$ cat src/rtl/lcd_register_display.sv
// HD44780-style 4-bit LCD driver: power-up/init/config sequence, then on Start
// shows "R<i>=<dddddddd>" for a captured register index and 32-bit value.
module lcd_register_display #(
  parameter int unsigned POWERUP_CYCLES   = 15,
  parameter int unsigned LONG_WAIT_CYCLES = 5,
  parameter int unsigned CMD_WAIT_CYCLES  = 2,
  parameter int unsigned E_PULSE_CYCLES   = 1
) (
  input  logic        clock,
  input  logic        ResetN,
  input  logic        Start,
  input  logic [3:0]  RegisterIndex,
  input  logic [31:0] RegisterData,
  output logic        Ready,
  output logic        LCDE,
  output logic        LCDRS,
  output logic        LCDRW,
  output logic [3:0]  LCDAT
);

  localparam int unsigned MAX_A = (POWERUP_CYCLES > LONG_WAIT_CYCLES) ? POWERUP_CYCLES : LONG_WAIT_CYCLES;
  localparam int unsigned MAX_B = (CMD_WAIT_CYCLES > E_PULSE_CYCLES) ? CMD_WAIT_CYCLES : E_PULSE_CYCLES;
  localparam int unsigned MAXV  = (MAX_A > MAX_B) ? MAX_A : MAX_B;
  localparam int          CW    = (MAXV < 1) ? 1 : $clog2(MAXV + 1);

  typedef enum logic [2:0] {
    ST_POWERUP, ST_INIT, ST_CONFIG, ST_IDLE, ST_SETADDR, ST_WRITE
  } state_e;

  typedef enum logic [1:0] {PH_SETUP, PH_EHIGH, PH_HOLD, PH_WAIT} phase_e;

  state_e        st_q, st_d;
  phase_e        ph_q, ph_d;
  logic [CW-1:0] cnt_q, cnt_d;
  logic [3:0]    idx_q, idx_d;
  logic          lo_q, lo_d;
  logic [3:0]    nib_q, nib_d;
  logic          rs_q, rs_d;
  logic [3:0]    ridx_q, ridx_d;
  logic [31:0]   rdat_q, rdat_d;
  logic          launch;
  logic [CW-1:0] wait_last;
  logic [7:0]    cur_byte;

  function automatic logic [7:0] hex_char(input logic [3:0] v);
    return (v < 4'd10) ? (8'h30 + {4'h0, v}) : (8'h37 + {4'h0, v});
  endfunction

  function automatic logic [7:0] byte_of(input state_e s, input logic [3:0] i,
                                         input logic [3:0] ri, input logic [31:0] rd);
    logic [2:0] dig;
    dig = 3'(4'd10 - i);
    case (s)
      ST_CONFIG: begin
        case (i)
          4'd0:    return 8'h28;
          4'd1:    return 8'h06;
          4'd2:    return 8'h0C;
          default: return 8'h01;
        endcase
      end
      ST_SETADDR: return 8'h80;
      ST_WRITE: begin
        case (i)
          4'd0:    return 8'h52;
          4'd1:    return hex_char(ri);
          4'd2:    return 8'h3D;
          default: return hex_char(rd[{dig, 2'b00} +: 4]);
        endcase
      end
      default: return 8'h00;
    endcase
  endfunction

  always_ff @(posedge clock or negedge ResetN) begin
    if (!ResetN) begin
      st_q   <= ST_POWERUP;
      ph_q   <= PH_SETUP;
      cnt_q  <= '0;
      idx_q  <= '0;
      lo_q   <= 1'b0;
      nib_q  <= '0;
      rs_q   <= 1'b0;
      ridx_q <= '0;
      rdat_q <= '0;
    end else begin
      st_q   <= st_d;
      ph_q   <= ph_d;
      cnt_q  <= cnt_d;
      idx_q  <= idx_d;
      lo_q   <= lo_d;
      nib_q  <= nib_d;
      rs_q   <= rs_d;
      ridx_q <= ridx_d;
      rdat_q <= rdat_d;
    end
  end

  assign cur_byte  = byte_of(st_q, idx_q, ridx_q, rdat_q);
  assign wait_last = ((st_q == ST_INIT) || (st_q == ST_CONFIG && idx_q == 4'd3))
                     ? CW'(LONG_WAIT_CYCLES - 1) : CW'(CMD_WAIT_CYCLES - 1);

  always_comb begin
    st_d   = st_q;
    ph_d   = ph_q;
    cnt_d  = cnt_q;
    idx_d  = idx_q;
    lo_d   = lo_q;
    nib_d  = nib_q;
    rs_d   = rs_q;
    ridx_d = ridx_q;
    rdat_d = rdat_q;
    launch = 1'b0;
    case (st_q)
      // The cycle in which reset is released is not counted, hence the compare
      // against POWERUP_CYCLES rather than POWERUP_CYCLES-1.
      ST_POWERUP: begin
        if (cnt_q == CW'(POWERUP_CYCLES)) begin
          st_d   = ST_INIT;
          idx_d  = '0;
          launch = 1'b1;
        end else begin
          cnt_d = cnt_q + 1'b1;
        end
      end
      ST_IDLE: begin
        if (Start) begin
          ridx_d = RegisterIndex;
          rdat_d = RegisterData;
          st_d   = ST_SETADDR;
          idx_d  = '0;
          launch = 1'b1;
        end
      end
      default: begin
        case (ph_q)
          PH_SETUP: begin
            ph_d  = PH_EHIGH;
            cnt_d = '0;
          end
          PH_EHIGH: begin
            if (cnt_q == CW'(E_PULSE_CYCLES - 1)) begin
              ph_d  = PH_HOLD;
              cnt_d = '0;
            end else begin
              cnt_d = cnt_q + 1'b1;
            end
          end
          PH_HOLD: begin
            if (st_q != ST_INIT && !lo_q) begin
              ph_d  = PH_SETUP;
              lo_d  = 1'b1;
              nib_d = cur_byte[3:0];
            end else begin
              ph_d  = PH_WAIT;
              cnt_d = '0;
            end
          end
          default: begin
            if (cnt_q == wait_last) begin
              case (st_q)
                ST_INIT: begin
                  if (idx_q == 4'd3) begin
                    st_d  = ST_CONFIG;
                    idx_d = '0;
                  end else begin
                    idx_d = idx_q + 4'd1;
                  end
                  launch = 1'b1;
                end
                ST_CONFIG: begin
                  if (idx_q == 4'd3) begin
                    st_d = ST_IDLE;
                  end else begin
                    idx_d  = idx_q + 4'd1;
                    launch = 1'b1;
                  end
                end
                ST_SETADDR: begin
                  st_d   = ST_WRITE;
                  idx_d  = '0;
                  launch = 1'b1;
                end
                default: begin
                  if (idx_q == 4'd10) begin
                    st_d = ST_IDLE;
                  end else begin
                    idx_d  = idx_q + 4'd1;
                    launch = 1'b1;
                  end
                end
              endcase
            end else begin
              cnt_d = cnt_q + 1'b1;
            end
          end
        endcase
      end
    endcase
    // New item: load its first nibble so it is valid during the setup cycle.
    if (launch) begin
      ph_d  = PH_SETUP;
      lo_d  = 1'b0;
      cnt_d = '0;
      rs_d  = (st_d == ST_WRITE);
      nib_d = (st_d == ST_INIT) ? ((idx_d == 4'd3) ? 4'h2 : 4'h3)
                                : byte_of(st_d, idx_d, ridx_d, rdat_d) >> 4;
    end
  end

  always_comb begin
    LCDE  = (ph_q == PH_EHIGH) && (st_q != ST_POWERUP) && (st_q != ST_IDLE);
    LCDRS = rs_q;
    LCDAT = nib_q;
    LCDRW = 1'b0;
    Ready = (st_q == ST_IDLE);
  end

endmodule
$ cat config.mk
export PLATFORM = sky130hd
export DESIGN_NAME = lcd_register_display
export DESIGN_NICKNAME = d
export VERILOG_FILES = /design/src/rtl/lcd_register_display.sv
export SDC_FILE = /design/constraint.sdc
export NUM_CORES = 1
export LEC_CHECK = 0
export ABC_AREA = 1
export ABC_CLOCK_PERIOD_IN_PS = 7400
export BUFFER_PORTS_ARGS = -buffer_cell sky130_fd_sc_hd__clkbuf_2
export CORE_UTILIZATION = 51
export CTS_BUF_LIST = sky130_fd_sc_hd__clkbuf_16
export DETAILED_ROUTE_END_ITERATION = 7
export PLACE_DENSITY = 0.71
export SLEW_MARGIN = 30
export SYNTH_ARGS = -nofsm -noshare
export SYNTH_HDL_FRONTEND = slang
export SYNTH_SLANG_ARGS = --single-unit
$ cat constraint.sdc
create_clock -name clock -period 7.4 [get_ports clock]
set_clock_uncertainty 0.2 [all_clocks]
set_input_delay 0.74 -clock clock [delete_from_list [all_inputs] [get_ports clock]]
set_output_delay 0.74 -clock clock [all_outputs]
set_load 0.03 [all_outputs]
* Word-level counts from Yosys, hierarchy flattened
Cells that the tools add are included.
** Cells by class
- $add $sub $neg :: 12
- Order comparisons :: 4
- Eq/ne operators :: 28
- Shift-type cells :: 2
- Mux-type cells :: 63
- Reduce and logical (&&, ||, !) cells :: 21
** Operators with widths (number)
- 4-bit two-way mux :: 21
- 32-bit two-way mux :: 2
- 32-bit by 6-bit indexed part select with 4-bit output :: 2
- 4-bit one-hot mux with 3 select lines :: 5
- 6-bit by 4-bit adder with 7-bit output (first input constant) :: 4
- 3-bit two-way mux :: 8
- 8-bit one-hot mux with 3 select lines :: 1
- 7-bit one-hot mux with 3 select lines :: 1
- 6-bit one-hot mux with 3 select lines :: 1
- 4-bit by 2-bit == test with 1-bit output (second input constant) :: 4
- 4-bit < comparator (second input constant) :: 4
- 4-bit one-hot mux with 2 select lines :: 2
- 7-bit two-way mux :: 2
- 3-bit == test (second input constant) :: 4
- 4-bit zero test :: 3
- 1-bit two-way mux :: 11
- 3-bit by 2-bit == test with 1-bit output (second input constant) :: 3
- 3-bit one-hot mux with 3 select lines :: 1
- 1-bit by 4-bit adder with 4-bit output (first input constant) :: 2
- 3-bit by 4-bit adder with 4-bit output (first input constant) :: 2
- 4-bit by 1-bit adder with 4-bit output (second input constant) :: 2
- 4-bit by 1-bit == test with 1-bit output (second input constant) :: 2
- 4-bit == test (second input constant) :: 2
- 2-bit two-way mux :: 4
- 26 further kinds :: 37
** Storage, ports and cells
- Register bits after elaboration :: 55
- Input bits :: 39
- Output and inout bits :: 8
- Word-level logic and storage cells :: 139

* Logic depth before layout (Yosys ltp)
- Depth after elaboration :: 16
- Gate-level depth with buffers :: 27
- Mapped depth without buffers :: 26

* Least setup slack after synthesis
Ideal clock, no wire load.
- Kind :: reg2reg
- From :: reg idx_q[0]
- To :: reg nib_q[0], in the netlist LCDAT[0]
- Setup time :: 117 ps
- Arrival time :: 3059 ps
- Data required time :: 7083 ps
- Path slack :: 4024 ps
- Stages on the path, launching flop included :: 26
- Buffers on the path :: 2
- Period minus slack after synthesis :: 3376 ps
- Path through :: dfrtp_1 -> inv_1 -> buf_2 -> ha_1 -> buf_2 -> clkinv_1 -> nand2_1 -> o21ai_0 -> o221ai_1 -> a21oi_1 -> o21ai_0 -> nand2_1 -> inv_1 -> ha_1 -> inv_1 -> nand3_1 -> nand2_1 -> nand3_1 -> nand2_1 -> inv_2 -> nand2_1 -> nand3_2 -> nand3_1 -> nand2_1 -> nand2_1 -> nand2_1
** On the way
- Cells in the longest elaborated chain, start to end :: 16
- Elaborated cells on any way between the ends :: 67
- Classes of those cells :: 7 x add/sub; 2 x order compare; 13 x eq/ne; 2 x shift; 36 x mux; 7 x reduce/logical
** RTL lines
- from (decl) :: line 35 : logic [3:0] idx_q, idx_d;
- from (signal assigned) :: line 90 : idx_q <= idx_d;
- parallel branches: the longest is 5 deep, another holds 4-bit by 1-bit adder with 4-bit output
- 4-bit two-way mux * :: line 160 : if (cnt_q == wait_last) begin
- 4-bit two-way mux * :: line 136 : case (ph_q)
- 4-bit one-hot mux with 2 select lines * :: line 114 : case (st_q)
- net idx_d[1] :: line 35
- 2-bit by 3-bit subtractor with 3-bit output :: line 52 : dig = 3'(4'd10 - i);
- 32-bit by 6-bit indexed part select with 4-bit output :: line 68 : default: return hex_char(rd[{dig, 2'b00} +: 4]);
- 6-bit by 4-bit adder with 7-bit output / 4-bit < comparator (equally long branches) :: line 46 : return (v < 4'd10) ? (8'h30 + {4'h0, v}) : (8'h37 + {4'h0, v});
- 7-bit two-way mux :: line 46
- 7-bit one-hot mux with 3 select lines :: line 64 : case (i)
- 8-bit one-hot mux with 3 select lines :: line 53 : case (s)
- 4-bit two-way mux * :: line 206 : nib_d = (st_d == ST_INIT) ? ((idx_d == 4'd3) ? 4'h2 : 4'h3)
- 4-bit two-way mux * :: line 201 : if (launch) begin
- to (signal assigned) :: line 92 : nib_q <= nib_d;
- to (decl) :: line 37 : logic [3:0] nib_q, nib_d;
Mark *: on every way through the listed nets, which the timed path passes. The select of a mux whose other input is x is not followed.
A chain may end at the register's enable or synchronous reset.

* Worst setup path after layout
- From :: reg idx_q[0]
- To :: reg nib_q[1], in the netlist LCDAT[1]
** On the way
- Cells in the longest elaborated chain, start to end :: 16
- Elaborated cells on any way between the ends :: 66
- Classes of those cells :: 7 x add/sub; 2 x order compare; 12 x eq/ne; 2 x shift; 36 x mux; 7 x reduce/logical
** RTL lines (line)
- parallel branches: the longest is 5 deep, another holds 4-bit by 1-bit adder with 4-bit output
- 4-bit two-way mux * :: 160
- 4-bit two-way mux * :: 136
- 4-bit one-hot mux with 2 select lines * :: 114
- net idx_d[1] :: 35
- 2-bit by 3-bit subtractor with 3-bit output :: 52
- 32-bit by 6-bit indexed part select with 4-bit output :: 68
- 6-bit by 4-bit adder with 7-bit output / 4-bit < comparator (equally long branches) :: 46
- 7-bit two-way mux :: 46
- 7-bit one-hot mux with 3 select lines :: 64
- 8-bit one-hot mux with 3 select lines * :: 53
- 4-bit two-way mux * :: 206
- 4-bit two-way mux * :: 201
Marks and branches as above.

==> metrics.md <==
| Metric | Value |
|---|---|
| Status | finished clean |
| Pwr Density | 405 nW/um2 |
| Top_reg_cell synth | dfrtp_1 |
| CTS tree | yes |
| Worst slew pin tran | 0.691 ns |
| Clk buf depth | 2 |
| Flop2flop setup slack | 2.96 ns |
| VDD IR max | 0.166 mV |
| Simple logic cell fraction of the synthesized area | 30.1% |
| Post-synth EDFFs | 0 |
| Hold Vio Cnt, Final | 0 |
| Slew HR | 54.0% |
| IO buf count | 45 |
| Register bit total from synthesis | 55 |
| Drt wl/cell | approximately 14 um |
| Worst EP required | 7.39 ns |
| Switching share of power | 51.2% |
| Dpl hpwl | 7450 um |
| Largest family of logic cells by synthesized area | simple AND/OR/NAND/NOR gates |
| Syn Inst Count | about 570 |
| Final max-slew violation count | 0 |
| Post-CTS Resized | 0 |
| Clock Power Share | 13.9% |
| Final Power | ~0.0018 W |
| GRT busiest layer | met2 |
| Die Span X | between 90 and 100 um |
| Final TNS setup | 0 ns |
| Post-synthesis mux area share | 0% |
| Origin of the critical flop-to-flop path | idx_q[0]$_DFF_PN0_ |
| # diodes | 0 |
| Maxcap violations | 0 |
| CTS Hold Bufs | 0 |
| Hold path depth | 2 |
| Vias in the first global route | 3,435 |
| Chip height | 91.1 um |
| Initial drt markers | 320 |
| Met2 Usage GRT | 39.9% |
| Max frequency | 225 MHz |
| CTS clk-pin slew, worst paths | 0.08 ns |
| Reg2reg path depth | 23 |
| Core Region | 7690 um2 |
| GR Overflow Total | 0 |
| Worst R2R End | LCDAT[1]$_DFFE_PN0P_ |
| CTS sink cnt | 55 |
| Top cell type's share of synthesized area | between 30% and 40% |
| CP startpoint kind | register |
| Detail Route Antenna Nets | 0 |
| Setup bufs post-CTS | 0 |
| First-pass GRT wire length | ~16,000 um |
| All-Layer GR Usage | around a quarter |
| Synthesis Warnings | 0 |
| Syn avg cell area | 7.05 um2 |
| H-tree depth | 2 |
| Maximum fanout along the worst path | 25 |
| Final WL | 9890 um |
| Antenna violations before repair | 0 |
| CP endpoint kind | register |
| Later-pin clock latency in the skew report | 0.30 ns |
| P&R area growth vs syn | 10.2% |
| Most frequent cell after synthesis | nand2_1 |
| # setup viols final | 0 |
| Pin count of the biggest net entering global routing | 56 |
| Comb power frac | 60.3% |
| Met1 Usage GRT | 36.0% |
| Asr flop ratio synth | 100% |
| Hold Crit Start | rdat_q[8]$_DFF_PN0_ |
| Initial core utilization | 52.6% |
| DRT Pass-1 Iters | 5 |
| Sw Pwr | between 0.0009 and 0.001 W |
| Post-synthesis cell area | around 4000 um2 |
| Synth Area in Adders | 5.88% |
| Clock Root Buffer | clkbuf_16 |
| GP Congestion | 0.944 |
| GR Util met3 | 3.52% |
| Fin crit period | ~4.4 ns |
| Via count | 3,746 |
| Cell taking the most area after synthesis | dfrtp_1 |
| Vias per cell | approximately 5.2 |
| RSZ-0062 raised after global routing | no |
| I/O pin total | 47 |
| Layout Utilization | 58.0% |
| DRC viols | 0 |
| Mapped Nets | roughly 630 |
| Die area | 8290 um2 |
| Commonest cells post-synth | 155 x nand2_1, 93 x inv_1, 55 x dfrtp_1 |
| Crit Path Category | reg -> reg |
| Num rows | 32 |
| Sequential fraction of the synthesis area | 34.0% |
| XOR/XNOR Fraction of Synth Area | 0.433% |
| Final Cycle Share | 60.0% |
| Leak pwr | 2.43 nW |
| Share of layout cells above drive strength 1 | between 10% and 20% |
| Flop pwr share | 25.8% |
| # fillers | 750 |
| Synth Area in Compound Gates | 16.9% |
| Placed inst area | about 4300 um2 |
| CTS Buf Count | 5 |
| Synth cell types | 43 |
| Arrival time worst endpoint | between 4 and 5 ns |
| Worst hold path class | reg -> reg |
| Hold path endpoint | rdat_q[8]$_DFF_PN0_ |
| Cell area after layout | around 4500 um2 |
| Dominant cells by area after synthesis | dfrtp_1 34%, nand2_1 14%, inv_1 8.6% |
| Pint | 0.000883 W |
| Nets | 671 |
power groups by stage:
stage	combinational (W)	clock, W	sequential [W]
floorplan	0.000847	0	0.000452
global placement	0.00104	0	0.000468
detailed placement	0.00107	0	0.000469
CTS	0.00107	0.000254	0.000464
global route	0.00124	0.000263	0.000477
finish	0.00109	0.000252	0.000467
final cells by class:
class / instances / area (um2) / share of cell area [%]
multi-input cells: 398 / 2160 / 48.5
well taps: 102 / 128 / 2.86
inverters: 107 / 409 / 9.17
clock inverters: 3 / 27.5 / 0.617
flip-flops and latches: 55 / 1380 / 30.9
repair buffers: 46 / 233 / 5.22
clock buffers: 5 / 125 / 2.81
sequential cells by signal, summed over array words and instances, names as in the netlist:
register,count
st_q,3
idx_q,4
rdat_q,32
cnt_q,4
LCDAT,4
ridx_q,4
ph_q,2
LCDRS,1
lo_q,1
worst max path at each step:
stage	start	endpoint	slack (ns)	cells after the start
2_1_floorplan	idx_q[0]$_DFF_PN0_	LCDAT[0]$_DFFE_PN0P_	4.02	25
3_3_place_gp	idx_q[0]$_DFF_PN0_	LCDAT[0]$_DFFE_PN0P_	3.27	23
3_5_place_dp	idx_q[0]$_DFF_PN0_	LCDAT[1]$_DFFE_PN0P_	3.05	23
4_1_cts	idx_q[0]$_DFF_PN0_	LCDAT[1]$_DFFE_PN0P_	3.02	23
5_1_grt	idx_q[0]$_DFF_PN0_	LCDAT[0]$_DFFE_PN0P_	2.43	23
6_report	idx_q[0]$_DFF_PN0_	LCDAT[1]$_DFFE_PN0P_	2.96	23
cell families (layout without fill, tap and decap cells):
family / Yosys count / in the layout
AOI/OAI and AO/OA: 119 / 119
xor gates and xnor gates: 2 / 2
adders and majority gates: 19 / 19
buffers and inverters: 121 / 161
DFF: 55 / 55
other: 1 / 1
and+or+nand+nor: 257 / 257
worst max-delay path, stage by stage (launching register included):
cell and delay (ns):
dfrtp_1 0.77, inv_1 0.44, ha_1 0.60, clkinv_1 0.29, nand2_1 0.13, o21ai_0 0.09
o221ai_1 0.21, a21oi_1 0.08, o21ai_0 0.08, nand2_1 0.12, inv_1 0.13, ha_1 0.29
inv_1 0.13, nand3_1 0.10, nand2_1 0.08, nand3_1 0.08, nand2_1 0.09, inv_2 0.04
nand2_2 0.05, nand3_2 0.08, nand3_1 0.09, nand2_1 0.05, nand2_1 0.06, nand2_1 0.05
metal layers:
layer / vias up / routed length (um) / part of all wire (%)
met5: - / 0 / 0
met4: 0 / 105 / 1.1
met3: 13 / 643 / 6.5
met2: 129 / 4270 / 43
met1: 1696 / 4870 / 49
li1: 1908 / - / -
placed cells by master (no fill, tap or decap), types with 7 or more instances in the layout:
cell type and n:
a21oi_1 29, clkbuf_2 45, dfrtp_1 55, ha_1 19, inv_1 93, inv_2 11
nand2_1 155, nand2_2 7, nand3_1 38, nand3_2 7, nor2_1 23, o21ai_0 50
o21ai_1 11, o21ai_2 8
stage by stage:
step           cells  hold slack, ns  worst slack, ns
2_1_floorplan    574           0.244             4.02
3_3_place_gp     708           0.261             3.27
3_5_place_dp     708           0.262             3.05
4_1_cts          716           0.287             3.02
5_1_grt          716           0.294             2.43
6_report         716           0.286             2.96
No activity file was read; power rests on OpenSTA's default activity.
